## src/rtl/ram_arbiter.sv

```systemverilog
// Two-requester arbiter/sequencer for the dual-port SoC RAM: independent round-robin
// per port class, 1-cycle tagged read return. Optional macro: RAM_ARB_FWD_EN (write-to-read forwarding).
module ram_arbiter #(
  parameter int unsigned AW = 14,
  parameter int unsigned DW = 8
) (
  input  logic          clk,
  input  logic          rst_n,
  input  logic          m0_req,
  input  logic          m0_we,
  input  logic [AW-1:0] m0_addr,
  input  logic [DW-1:0] m0_wdata,
  output logic          m0_gnt,
  output logic          m0_rvalid,
  output logic [DW-1:0] m0_rdata,
  input  logic          m1_req,
  input  logic          m1_we,
  input  logic [AW-1:0] m1_addr,
  input  logic [DW-1:0] m1_wdata,
  output logic          m1_gnt,
  output logic          m1_rvalid,
  output logic [DW-1:0] m1_rdata,
  output logic          ram_ena,
  output logic          ram_wea,
  output logic [AW-1:0] ram_addra,
  output logic [DW-1:0] ram_dia,
  output logic          ram_enb,
  output logic [AW-1:0] ram_addrb,
  input  logic [DW-1:0] ram_dob
);

  logic          w_m0_wr;
  logic          w_m0_rd;
  logic          w_m1_wr;
  logic          w_m1_rd;
  logic          w_g0_wr;
  logic          w_g1_wr;
  logic          w_g0_rd;
  logic          w_g1_rd;
  logic [DW-1:0] w_rdata;

  logic          r_wr_ptr;
  logic          r_rd_ptr;
  logic [1:0]    r_rd_tag;

  // Class split and per-class round-robin; reset masks every request so grants and enables drop at once.
  always_comb begin
    w_m0_wr = rst_n & m0_req & m0_we;
    w_m0_rd = rst_n & m0_req & ~m0_we;
    w_m1_wr = rst_n & m1_req & m1_we;
    w_m1_rd = rst_n & m1_req & ~m1_we;
    w_g0_wr = w_m0_wr & (~w_m1_wr | ~r_wr_ptr);
    w_g1_wr = w_m1_wr & (~w_m0_wr | r_wr_ptr);
    w_g0_rd = w_m0_rd & (~w_m1_rd | ~r_rd_ptr);
    w_g1_rd = w_m1_rd & (~w_m0_rd | r_rd_ptr);
  end

  always_comb begin
    m0_gnt    = w_g0_wr | w_g0_rd;
    m1_gnt    = w_g1_wr | w_g1_rd;
    ram_ena   = w_g0_wr | w_g1_wr;
    ram_wea   = w_g0_wr | w_g1_wr;
    ram_enb   = w_g0_rd | w_g1_rd;
    ram_addra = '0;
    ram_dia   = '0;
    ram_addrb = '0;
    if (w_g0_wr) begin
      ram_addra = m0_addr;
      ram_dia   = m0_wdata;
    end else if (w_g1_wr) begin
      ram_addra = m1_addr;
      ram_dia   = m1_wdata;
    end
    if (w_g0_rd) begin
      ram_addrb = m0_addr;
    end else if (w_g1_rd) begin
      ram_addrb = m1_addr;
    end
  end

  // Pointers hand priority to the other requester after every grant in their class.
  always_ff @(posedge clk or negedge rst_n) begin
    if (!rst_n) begin
      r_wr_ptr <= 1'b0;
      r_rd_ptr <= 1'b0;
      r_rd_tag <= 2'b00;
    end else begin
      if (w_g0_wr) begin
        r_wr_ptr <= 1'b1;
      end else if (w_g1_wr) begin
        r_wr_ptr <= 1'b0;
      end
      if (w_g0_rd) begin
        r_rd_ptr <= 1'b1;
      end else if (w_g1_rd) begin
        r_rd_ptr <= 1'b0;
      end
      r_rd_tag <= {w_g1_rd, w_g0_rd};
    end
  end

`ifdef RAM_ARB_FWD_EN
  logic          r_fwd_vld;
  logic [DW-1:0] r_fwd_data;

  // Same-cycle write/read to one address: capture write data so the read sees write-first contents.
  always_ff @(posedge clk or negedge rst_n) begin
    if (!rst_n) begin
      r_fwd_vld  <= 1'b0;
      r_fwd_data <= '0;
    end else begin
      r_fwd_vld <= ram_ena & ram_enb & (ram_addra == ram_addrb);
      if (ram_ena & ram_enb & (ram_addra == ram_addrb)) begin
        r_fwd_data <= ram_dia;
      end
    end
  end

  always_comb begin
    w_rdata = r_fwd_vld ? r_fwd_data : ram_dob;
  end
`else
  always_comb begin
    w_rdata = ram_dob;
  end
`endif

  always_comb begin
    m0_rvalid = r_rd_tag[0];
    m1_rvalid = r_rd_tag[1];
    m0_rdata  = r_rd_tag[0] ? w_rdata : '0;
    m1_rdata  = r_rd_tag[1] ? w_rdata : '0;
  end

endmodule
```

## config.mk

```make
export PLATFORM = sky130hd
export DESIGN_NAME = ram_arbiter
export DESIGN_NICKNAME = d
export VERILOG_FILES = /design/src/rtl/ram_arbiter.sv
export SDC_FILE = /design/constraint.sdc
export NUM_CORES = 1
export LEC_CHECK = 0
export ABC_AREA = 1
export BUFFER_PORTS_ARGS = -buffer_cell sky130_fd_sc_hd__buf_2
export CORE_AREA = 4 4 63 65
export DETAILED_ROUTE_END_ITERATION = 8
export DIE_AREA = 0 0 67 69
export PLACE_DENSITY = 0.72
export SLEW_MARGIN = 30
export SYNTH_ARGS = -nofsm -noshare
export SYNTH_HDL_FRONTEND = slang
export SYNTH_SLANG_ARGS = --single-unit
```

## constraint.sdc

```tcl
create_clock -name clk -period 1.1 [get_ports clk]
set_input_delay 0.22 -clock clk [delete_from_list [all_inputs] [get_ports clk]]
set_output_delay 0.22 -clock clk [all_outputs]
set_load 0.05 [all_outputs]
```

==> results.toml, run 1 <==
[outcome]
status = "aborted with a tool error"
lastStage = "5_1_grt"
error = "[ERROR GRT-0232] Routing congestion too high. Check the congestion heatmap in the GUI."

[synth]
synth_top_cell_by_area = "nand3_1"
synth-edff-count = 0
synth_cell_types = 13
synthXorXnorAreaFrac_pct = 0
syn_area_um2 = 977.2
netlist.area_leader.share_pct = 36.88
ys_ff_latch = 4
yosysMostFrequentCell = "nand3_1"
async_flop_share_pct = 100.0
synth-adder-area-share_pct = 0
synth_commonest_cells = "nand3_1 (72), nand2_1 (61), inv_1 (23)"
synth-compound-area-share_pct = 1.024
synth_top_family_by_area = "simple AND/OR/NAND/NOR gates"
synthTopCellsByArea = "nand3_1 (37%), nand2_1 (23%), dfrtp_1 (10%), inv_1 (8.8%), buf_4 (6.1%)"
syn_area_per_cell_um2 = 5.254
yosysWarnings = 0
syn-instance-count = 186
synth_flop_cell = "dfrtp_1"
syn_nets = 244
yosysSeqAreaShare_pct = 10.24
muxShareOfSynthArea_pct = 0
synthSimpleGateAreaFrac_pct = 68.63

[floorplanning]
die-height_um = 69
rows = 21
start_util_pct = 29.28
io_pins = 117
dieWidth_um = 67

[clock_network]
clock_path_buffers = 2
cts_sinks = 4
cts.htree.levels = 1
cts_buffers = 3
root_buffer = "clkbuf_4"

[place]
dp_hpwl_um = 3516
port_buffers = 116
place_congestion = 0.8099

[global_route]
grt_max_degree = 24
grt_use_total_pct = 70.96
grt-ovfl-total = 78
grt_antenna_before_repair = 1

[sta]
worst_path_end_type = "primary output"
crit_endpoint = "ram_addra[9]"
==> repair_timing <==
action | in CTS
pin swaps | 7
setup endpoints to repair | 59
resized for setup | 210
hold buffers | 2
buffers inserted | 5
cloned | 1
hold endpoints to repair | 4
==> cells by family after synthesis <==
logic type | count (synthesis)
buf+inv | 38
simple gates | 142
flops | 4
compound gates | 2
==> per-layer routing <==
layer	overflow	GRT usage, %
met3	0	48.70
met4	35	79.28
met2	43	87.23
met1	0	71.72
met5	0	0
==> stage by stage <==
stage	std cells	hold slack [ns]	setup WS, ns	setup TNS, ns	area [µm²]
2_1_floorplan	186	-0.07559	-0.1340	-5.429	1486
3_3_place_gp	348	0.1580	-0.3931	-15.55	2147
3_5_place_dp	348	0.1618	-0.4064	-15.93	2147
4_1_cts	360	0.3007	-0.4459	-20.32	3024
==> inputs of run 2 (changes only) <==
Settings changed: CORE_AREA 4 4 63 65 to 4 4 65 67, DIE_AREA 0 0 67 69 to 0 0 69 71, PLACE_DENSITY 0.72 to not set, PLACE_DENSITY_LB_ADDON set to 0.15.
Clock period 1.1 ns to 1.43 ns, I/O delays scaled along.
==> run 2 against run 1 <==
Effect of this change:
- synthesized cell count is the same
- the flow now finishes, with violations (negative setup slack)
- area after synthesis is the same
==> results.toml, run 2 <==
[sta]
final_max_slew_viol_count = 0
grt_setup_unrepaired = "true"
finalHoldViolCount = 0
finClkSkew_ns = 0.003330
fmax_ghz = 0.6176
slew_headroom_pct = 82.96
worst_slew_pin_slew_ns = 0.2573
setup_viol = 41
setup_ws_ns = -0.1892
holdWs_ns = 0.5466
fin_crit_sh_pct = 113.2
fin_crit_ns = 1.619

[synth]
ys_ff_latch = 4
synth-edff-count = 0
yosysMostFrequentCell = "nand3_1"
syn-instance-count = 186
yosysSeqAreaShare_pct = 10.24
syn_area_um2 = 977.2
synth_top_cell_by_area = "nand3_1"
syn_area_per_cell_um2 = 5.254
synth_commonest_cells = "nand3_1 (72), nand2_1 (61), inv_1 (23)"
yosysWarnings = 0
synth_flop_cell = "dfrtp_1"
synth_cell_types = 13
syn_nets = 244
synthTopCellsByArea = "nand3_1 (37%), nand2_1 (23%), dfrtp_1 (10%), inv_1 (8.8%), buf_4 (6.1%)"
netlist.area_leader.share_pct = 36.88
async_flop_share_pct = 100.0

[floorplanning]
rows = 22
io_pins = 117
die_area_um2 = 4899
die-height_um = 71
coreArea_um2 = 3633
start_util_pct = 26.89
dieWidth_um = 69

[place]
dp_hpwl_um = 3335
port_buffers = 116
dp.cells = 349
place_congestion = 0.8046

[route]
routed_via_density = 4.836
routedWlPerCell_um = 14.70
num_vias = 1765
highest_layer = "met4"
drt_wl_total_um = 5364
met3_length_um = 490
wl_met1_um = 2103
drc = 0
drtPass1Iterations = 6
met2WireLength_um = 2709
first_iter_violations = 46
ant_nets = 0

[power_and_ir_drop]
comb_power_share_pct = 70.1
p_leak_nw = 1.439
p_switching_uw = 658.3
power_frac_seq_pct = 11.1
sw_frac_of_total_pct = 48.35
internal_power_uw = 703.1
powerDensity_nw_per_um2 = 522.6
power.share.clock_pct = 18.8
vdd_ir_drop_max_v = 0.0002642

[hold_path]
hp-class = "primary input to async pin"

[cells_and_area]
largest-register = "r_rd_tag"
nets = 376
drive_above_1_share_pct = 70.03
fin_cells = 365
layout_commonest_cell = "buf_2"
largest_register_ff_count = 2
reg.largest.list = "r_rd_tag: 2 flops, r_rd_ptr: 1 flops, r_wr_ptr: 1 flops"
area_growth_pct = 166.6
antenna_cells = 0
final_cell_mix = "buf_2 (74), nand3_1 (42), nand2_2 (34), buf_8 (34), nand3_2 (26)"

[run]
cap_violations = 0

[worst_setup_path]
cp_data_required_time_ns = 1.14
end_kind = "output port"
path_max_fanout = 6
cp.arrival_ns = 1.33
start_kind = "flop"
worstSetupPathType = "flop to output port"

[global_route]
grt_max_degree = 25
grt_pass1_wl_um = 7548
grt_pass1_vias = 1645
grt_use_total_pct = 18.14
grt_antenna_before_repair = 0
grt-ovfl-total = 0

[clock_network]
root_buffer = "clkbuf_8"
cts_tree = "built"
cts_buffers = 3
clk_latency_ns = 0.22
clock_path_buffers = 2
cts_sinks = 4
path_clk_slew_ns = 0.03
cts.htree.levels = 1

[outcome]
status = "finished with violations"
violations = "negative setup slack"
-- run 2: cell counts after synthesis --
No cell type changed its count.
-- run 2: worst paths after layout --
path	slack, ns	depth (start not counted)	end	start
setup / recovery	-0.19	6	ram_addra[4]	r_wr_ptr$_DFFE_PN0P_
hold / removal	0.55	3	r_rd_tag[1]$_DFF_PN0_	rst_n
setup reg to reg	0.29	6	r_wr_ptr$_DFFE_PN0P_	r_wr_ptr$_DFFE_PN0P_
hold reg to reg	0.58	2	r_wr_ptr$_DFFE_PN0P_	r_wr_ptr$_DFFE_PN0P_
max in group asynchronous	0.77	3	r_rd_tag[0]$_DFF_PN0_	rst_n
min in group clk	0.55	5	r_rd_tag[1]$_DFF_PN0_	m1_we
-- run 2: power groups by stage --
stage               clock, mW  combinational [mW]  sequential (mW)
floorplan                   0               0.442            0.147
global placement            0               0.665            0.150
detailed placement          0               0.668            0.149
CTS                     0.265               0.806            0.149
global route            0.279                1.00            0.151
finish                  0.255               0.955            0.151
-- run 2: metal layers --
metal / global-route usage, % / vias to the layer above
met5: 0 / -
met1: 20.72 / 808
li1: - / 865
met2: 32.20 / 86
met3: 5.824 / 6
met4: 5.423 / 0
-- run 2: logic make-up (layout without fill, tap and decap cells) --
kind of cell,after synthesis,in the layout,share of synthesized area [%]
AO/OA/AOI/OAI,2,2,1.024
buffers and inverters,38,168,20.10
AND/OR/NAND/NOR,142,143,68.63
flip-flops,4,4,10.24
-- run 2: critical path, stage by stage (launching register included) --
cell	delay, ns
dfrtp_1	0.41
nand4_1	0.10
buf_6	0.15
clkbuf_16	0.17
nand3_4	0.06
nand2_2	0.08
buf_8	0.15
-- run 2: area by class of cell --
class	instances	area (µm²)
Clock buffer	4	45.04
Fill cell	309	1028
Inverter	23	93.84
Multi-Input combinational cell	145	1006
Sequential cell	4	102.6
Tap cell	48	60.06
Timing Repair Buffer	141	1297
-- run 2: repair_timing --
action,in CTS,in global routing
endpoints found under the setup margin,41,41
gates resized for setup,117,72
hold buffers,1,0
cloned,1,4
buffers inserted,0,6
pin swaps,7,40
endpoints found under the hold margin,4,0
-- run 2: metrics by stage --
| stage | setup TNS [ns] | utilization, % | setup slack (ns) | area, µm² | total power [mW] |
|---|---|---|---|---|---|
| floorplan | -0.1008 | - | -0.1008 | 1031 | 0.5888 |
| global placement | -4.619 | 47.90 | -0.1273 | 1740 | 0.8147 |
| detailed placement | -4.859 | 47.90 | -0.1416 | 1740 | 0.8169 |
| CTS | -5.701 | 60.12 | -0.1655 | 2185 | 1.220 |
| global route | -8.535 | 71.69 | -0.2319 | 2605 | 1.435 |
| finish | -6.799 | 71.69 | -0.1892 | 2605 | 1.361 |
Power figures use the tool's default switching activity.
==> inputs of run 3 (changes only) <==
Settings changed: ABC_AREA 1 to not set, SETUP_SLACK_MARGIN set to 0.3.
==> run 3 against run 2 <==
Effect of this change:
- sequential power shrank 7%
- non-clock buffer count grew 11
- combinational power increased by 26%
- worst hold slack got worse by 0.38 ns
- largest power group unchanged
- fmax shrank 3.8%
- the flow still finishes with violations (negative setup slack)
- routed wire length rose by 2.5%
- critical path depth fell by 2
- clock skew hardly changed
- largest cell class unchanged
==> results.toml, run 3 <==
[hold_path]
hp-class = "primary input to async pin"

[cells_and_area]
multiInputGateArea_um2 = 1267
largest-register = "r_rd_tag"
regArea_um2 = 103.9
antenna_cells = 0
fill_cells = 173
layout_commonest_cell = "buf_2"
drive_above_1_share_pct = 81.88
area_growth_pct = 286.4
final_cell_mix = "buf_2 (52), buf_6 (48), nand2_1 (43), o22ai_4 (36), buf_8 (22)"
nets = 335
reg.largest.list = "r_rd_tag: 2 flops, r_rd_ptr: 1 flops, r_wr_ptr: 1 flops"
largest_register_ff_count = 2

[route]
routedWlPerCell_um = 16.98
num_vias = 1592
ant_nets = 0
routed_via_density = 4.914
drt_wl_total_um = 5500
first_iter_violations = 53
drc = 0
drtPass1Iterations = 4

[worst_setup_path]
ff2ff_setup_slack_ns = 0.27
path_max_fanout = 10
critPathBufInv = 2
start_kind = "flop"
cpPeakStageDelay_ns = 0.43
worst_path_max_delay_cell = "dfrtp_2"
cp_data_required_time_ns = 1.14
cpLargestDelayFamily = "flip-flops"
cp.arrival_ns = 1.40
worstSetupPathType = "flop to output port"
cp_cell_sequence = "a31o_4 > buf_12 > o22ai_4 > buf_6"
end_kind = "output port"

[floorplanning]
start_util_pct = 22.07
dieWidth_um = 69
rows = 22
die_area_um2 = 4899
io_pins = 117
die-height_um = 71
coreArea_um2 = 3633

[global_route]
grt_max_degree = 18
grt-ovfl-total = 0
grt_pass1_wl_um = 8666
grt_antenna_before_repair = 0
grt_use_total_pct = 21.47
grt_pass1_vias = 1699

[place]
port_buffers = 116
dpl_worst_slack_ns = -0.2917
dp_hpwl_um = 3503
place_congestion = 0.7696

[synth]
synth_cell_types = 19
async_flop_share_pct = 100.0
yosysMostFrequentCell = "nand2_1"
synth_top_cell_by_area = "o22ai_1"
synth_commonest_cells = "nand2_1 (47), o22ai_1 (36), and2_1 (16)"
yosysSeqAreaShare_pct = 12.48
syn_nets = 191
syn_area_um2 = 802.0
yosysWarnings = 0
syn-instance-count = 133
syn_area_per_cell_um2 = 6.030
synth_flop_cell = "dfrtp_1"
synth-edff-count = 0
synthTopCellsByArea = "o22ai_1 (28%), nand2_1 (22%), and2_1 (12%), dfrtp_1 (12%), buf_2 (3.1%)"
netlist.area_leader.share_pct = 28.08
ys_ff_latch = 4

[outcome]
status = "finished with violations"
violations = "negative setup slack"

[clock_network]
cts_tree = "built"
holdBufCountCts = 0
clock_path_buffers = 2
root_buffer = "clkbuf_8"
clk_latency_ns = 0.22
cts_buffers = 3
cts_sinks = 4
path_clk_slew_ns = 0.03
cts.htree.levels = 1

[sta]
fin_crit_ns = 1.684
final_max_slew_viol_count = 0
worst_slew_pin_slew_ns = 0.2503
setup_ws_ns = -0.2536
finClkSkew_ns = 0.003329
fmax_ghz = 0.5940
slew_headroom_pct = 83.27
fin_tns_setup_ns = -8.651
setup_viol = 38
grt_setup_unrepaired = "true"
finalHoldViolCount = 0
fin_crit_sh_pct = 117.7

[power_and_ir_drop]
total_power_mw = 1.603
powerDensity_nw_per_um2 = 517.4
p_leak_nw = 1.317
vdd_ir_drop_max_v = 0.0004027

[run]
cap_violations = 0
==> run 3: cell types whose count changed in the layout (fill, tap and decap cells not counted), sizes merged, moves of 4 or more <==
cell / previous run / this run
a21oi: 0 / 4
and2: 0 / 16
buf: 138 / 148
inv: 23 / 1
nand2: 65 / 47
nand3: 72 / 0
o22ai: 0 / 36
==> run 3: timing repair <==
| action | CTS | global route |
|---|---|---|
| pin swaps | 17 | 12 |
| cloned | 3 | 2 |
| resized for setup | 153 | 12 |
| buffers inserted | 5 | 4 |
| setup endpoints to repair | 59 | 60 |
==> run 3: worst paths after layout <==
check,to,cells after the start,startpoint
worst max-delay path,ram_addra[11],4,r_wr_ptr$_DFFE_PN0P_
worst min-delay path,r_rd_ptr$_DFFE_PN0P_,2,rst_n
worst max register to register,r_rd_tag[1]$_DFF_PN0_,6,r_rd_ptr$_DFFE_PN0P_
worst min register to register,r_wr_ptr$_DFFE_PN0P_,1,r_wr_ptr$_DFFE_PN0P_
max in group asynchronous,r_rd_tag[1]$_DFF_PN0_,3,rst_n
min in group clk,r_wr_ptr$_DFFE_PN0P_,1,r_wr_ptr$_DFFE_PN0P_
==> run 3: metrics by stage <==
stage / util (%) / area, µm² / cells / hold slack, ns
after global routing: 85.30 / 3099 / 324 / 0.1634
after detailed placement: 63.33 / 2301 / 306 / 0.2643
after global placement: 63.33 / 2301 / 306 / 0.2662
after floorplan: - / 1536 / 133 / -0.009591
final: 85.30 / 3099 / 324 / 0.1628
after CTS: 82.16 / 2985 / 318 / 0.1585
==> run 3: worst reg2reg max path, cell delays in order, from the launching register on <==
cell	delay, ns
dfrtp_1	0.38
buf_6	0.12
o21ai_4	0.14
buf_12	0.14
buf_16	0.12
buf_4	0.12
nor2_1	0.04
==> run 3: kinds of logic (layout without fill, tap and decap cells) <==
family	Yosys count	count (layout)	synth area share [%]
buf+inv	14	157	10.14
flops	4	4	12.48
simple gates	69	69	39.16
compound gates	46	46	38.22
==> run 3: report_power, final <==
part	switching [mW]	internal (mW)	leakage [nW]
registers	0.0133	0.128	0.0464
clock network	0.0703	0.191	0.0228
logic	0.659	0.541	1.25
==> run 3: cell type report <==
type | count | share of cell area [%]
multi-input combinational | 115 | 40.90
timing repair buffer | 152 | 52.00
inverter | 1 | 0.3633
sequential | 4 | 3.351
tap | 48 | 1.938
clock buffer | 4 | 1.453
==> run 3: routing by layer <==
layer,part of all wire [%],up-vias,GRT usage [%]
met4,2.3,0,5.423
li1,-,774,-
met1,36,728,23.65
met5,0,-,0
met2,55,78,41.74
met3,6.7,12,4.119
==> inputs of run 4 (changes only) <==
Settings changed: REMOVE_ABC_BUFFERS set to 1.
==> run 4 against run 3 <==
Effect of this change:
- clock-buffer cell count is 1 lower
- sequential cell count stayed put
- the flow still finishes with violations (negative setup slack)
- highest routed layer unchanged
- setup slack better by 0.0047 ns
- sequential power is 9.9% higher
- sequential share of layout area is 0.40 points higher
- first-iteration DRC count is 21% lower
- clock skew is 0.0026 ns lower
- register-to-register slack better by 0.02 ns
- power is 9.9% lower
- global-route usage is 1.5 points lower
- combinational power is 12% lower
- core utilization is 10 points lower
==> results.toml, run 4 (synthesis results as in run 3) <==
[outcome]
status = "finished with violations"
violations = "negative setup slack"

[power_and_ir_drop]
p_leak_nw = 1.186
powerDensity_nw_per_um2 = 528.9
vdd_ir_drop_max_v = 0.0002477
total_power_mw = 1.445

[floorplanning]
start_util_pct = 22.07
coreArea_um2 = 3633
rows = 22
io_pins = 117
die_area_um2 = 4899
die-height_um = 71
dieWidth_um = 69

[cells_and_area]
largest_register_ff_count = 2
area_growth_pct = 240.7
layout_commonest_cell = "buf_2"
largest-register = "r_rd_tag"
reg.largest.list = "r_rd_tag: 2 flops, r_rd_ptr: 1 flops, r_wr_ptr: 1 flops"
final_cell_mix = "buf_2 (52), buf_6 (51), nand2_1 (45), o22ai_4 (20), buf_8 (20)"
antenna_cells = 0
drive_above_1_share_pct = 79.10
nets = 328

[sta]
final_max_slew_viol_count = 0
finClkSkew_ns = 0.0007256
fmax_ghz = 0.5956
setup_ws_ns = -0.2489
slew_headroom_pct = 83.33
setup_viol = 38
worst_slew_pin_slew_ns = 0.2501
finalHoldViolCount = 0
fin_crit_ns = 1.679
fin_crit_sh_pct = 117.4
grt_setup_unrepaired = "true"
fin_tns_setup_ns = -7.637

[clock_network]
cts_sinks = 4
path_clk_slew_ns = 0.03
clk_latency_ns = 0.22
cts_tree = "built"
cts_buffers = 3
clock_path_buffers = 2
cts.htree.levels = 1
root_buffer = "clkbuf_8"

[route]
drt_wl_total_um = 5589
first_iter_violations = 42
routedWlPerCell_um = 17.69
ant_nets = 0
drc = 0
routed_via_density = 5.076
drtPass1Iterations = 4
num_vias = 1604

[global_route]
grt_use_met3_pct = 5.540
grt_pass1_vias = 1673
grt-ovfl-total = 0
grt_use_total_pct = 20.00
grt_antenna_before_repair = 0
grt_pass1_wl_um = 8073
grtUsageMet1_pct = 20.81
top_usage_layer = "met2"
grt_max_degree = 15
grt_use_met2_pct = 38.56

[worst_setup_path]
cp_data_required_time_ns = 1.14
end_kind = "output port"
path_max_fanout = 7
reg2reg_from = "r_wr_ptr$_DFFE_PN0P_"
worstSetupPathType = "flop to output port"
start_kind = "flop"
crit_start = "r_rd_ptr$_DFFE_PN0P_"
cp.arrival_ns = 1.39

[place]
dp_hpwl_um = 3010
port_buffers = 116
place_congestion = 0.7769

[hold_path]
hp-class = "primary input to async pin"

[run]
cap_violations = 0
[run 4: cell types whose count changed in the layout (fill, tap and decap cells not counted), sizes merged]
cell / previous run / this run
a31o: 1 / 4
buf: 148 / 141
bufbuf: 2 / 0
clkbuf: 6 / 3
clkinv: 0 / 1
inv: 1 / 0
o21bai: 1 / 2
[run 4: worst max-delay path: stages, from the launching register on]
cell and delay, ns:
dfrtp_1 0.40, a21o_1 0.23, buf_6 0.17, a21oi_2 0.19
buf_6 0.18
[run 4: metal layers]
layer,up-vias,share of wire (%),wire length (µm)
li1,760,-,-
met4,0,3.0,170
met2,93,52,2903
met1,735,37,2057
met5,-,0,0
met3,16,8.2,457
[run 4: cell type report]
class | instances | area (µm²)
clock buffer | 3 | 41.29
fill | 254 | 900.9
inverter | 1 | 16.27
multi-input combinational | 119 | 1167
sequential | 4 | 102.6
tap | 48 | 60.06
timing repair buffer | 141 | 1345
[run 4: final timing paths]
kind	to	cells after the start	slack (ns)
worst min-delay path	r_wr_ptr$_DFFE_PN0P_	2	0.05
worst max-delay path	m0_gnt	4	-0.25
worst max register to register	r_wr_ptr$_DFFE_PN0P_	4	0.29
worst min register to register	r_rd_ptr$_DFFE_PN0P_	1	0.55
max in group asynchronous	r_rd_tag[0]$_DFF_PN0_	2	1.27
min in group clk	r_rd_ptr$_DFFE_PN0P_	3	0.37
[run 4: power by group]
group / switching (mW) / internal [mW] / total, mW
clock network: 0.0629 / 0.180 / 0.243
registers: 0.0279 / 0.127 / 0.155
logic: 0.607 / 0.440 / 1.05
[run 4: timing repair]
action                     in CTS  in global routing
setup endpoints to repair      60                 60
hold buffers                    0                  0
gates cloned                    4                  1
pin swaps                      14                  9
setup buffers                   8                  3
resized for setup             201                 57
[run 4: metrics by stage]
step | hold slack (ns) | utilization, % | cells | cell area, µm² | setup WS, ns
3_5_place_dp | 0.3397 | 40.60 | 297 | 1475 | -0.2785
6_report | 0.04556 | 75.21 | 316 | 2733 | -0.2489
2_1_floorplan | -0.009591 | - | 120 | 724.4 | -0.7969
3_3_place_gp | 0.3477 | 40.60 | 297 | 1475 | -0.2999
4_1_cts | 0.03895 | 65.60 | 312 | 2384 | -0.2200
5_1_grt | 0.05275 | 75.21 | 316 | 2733 | -0.2916
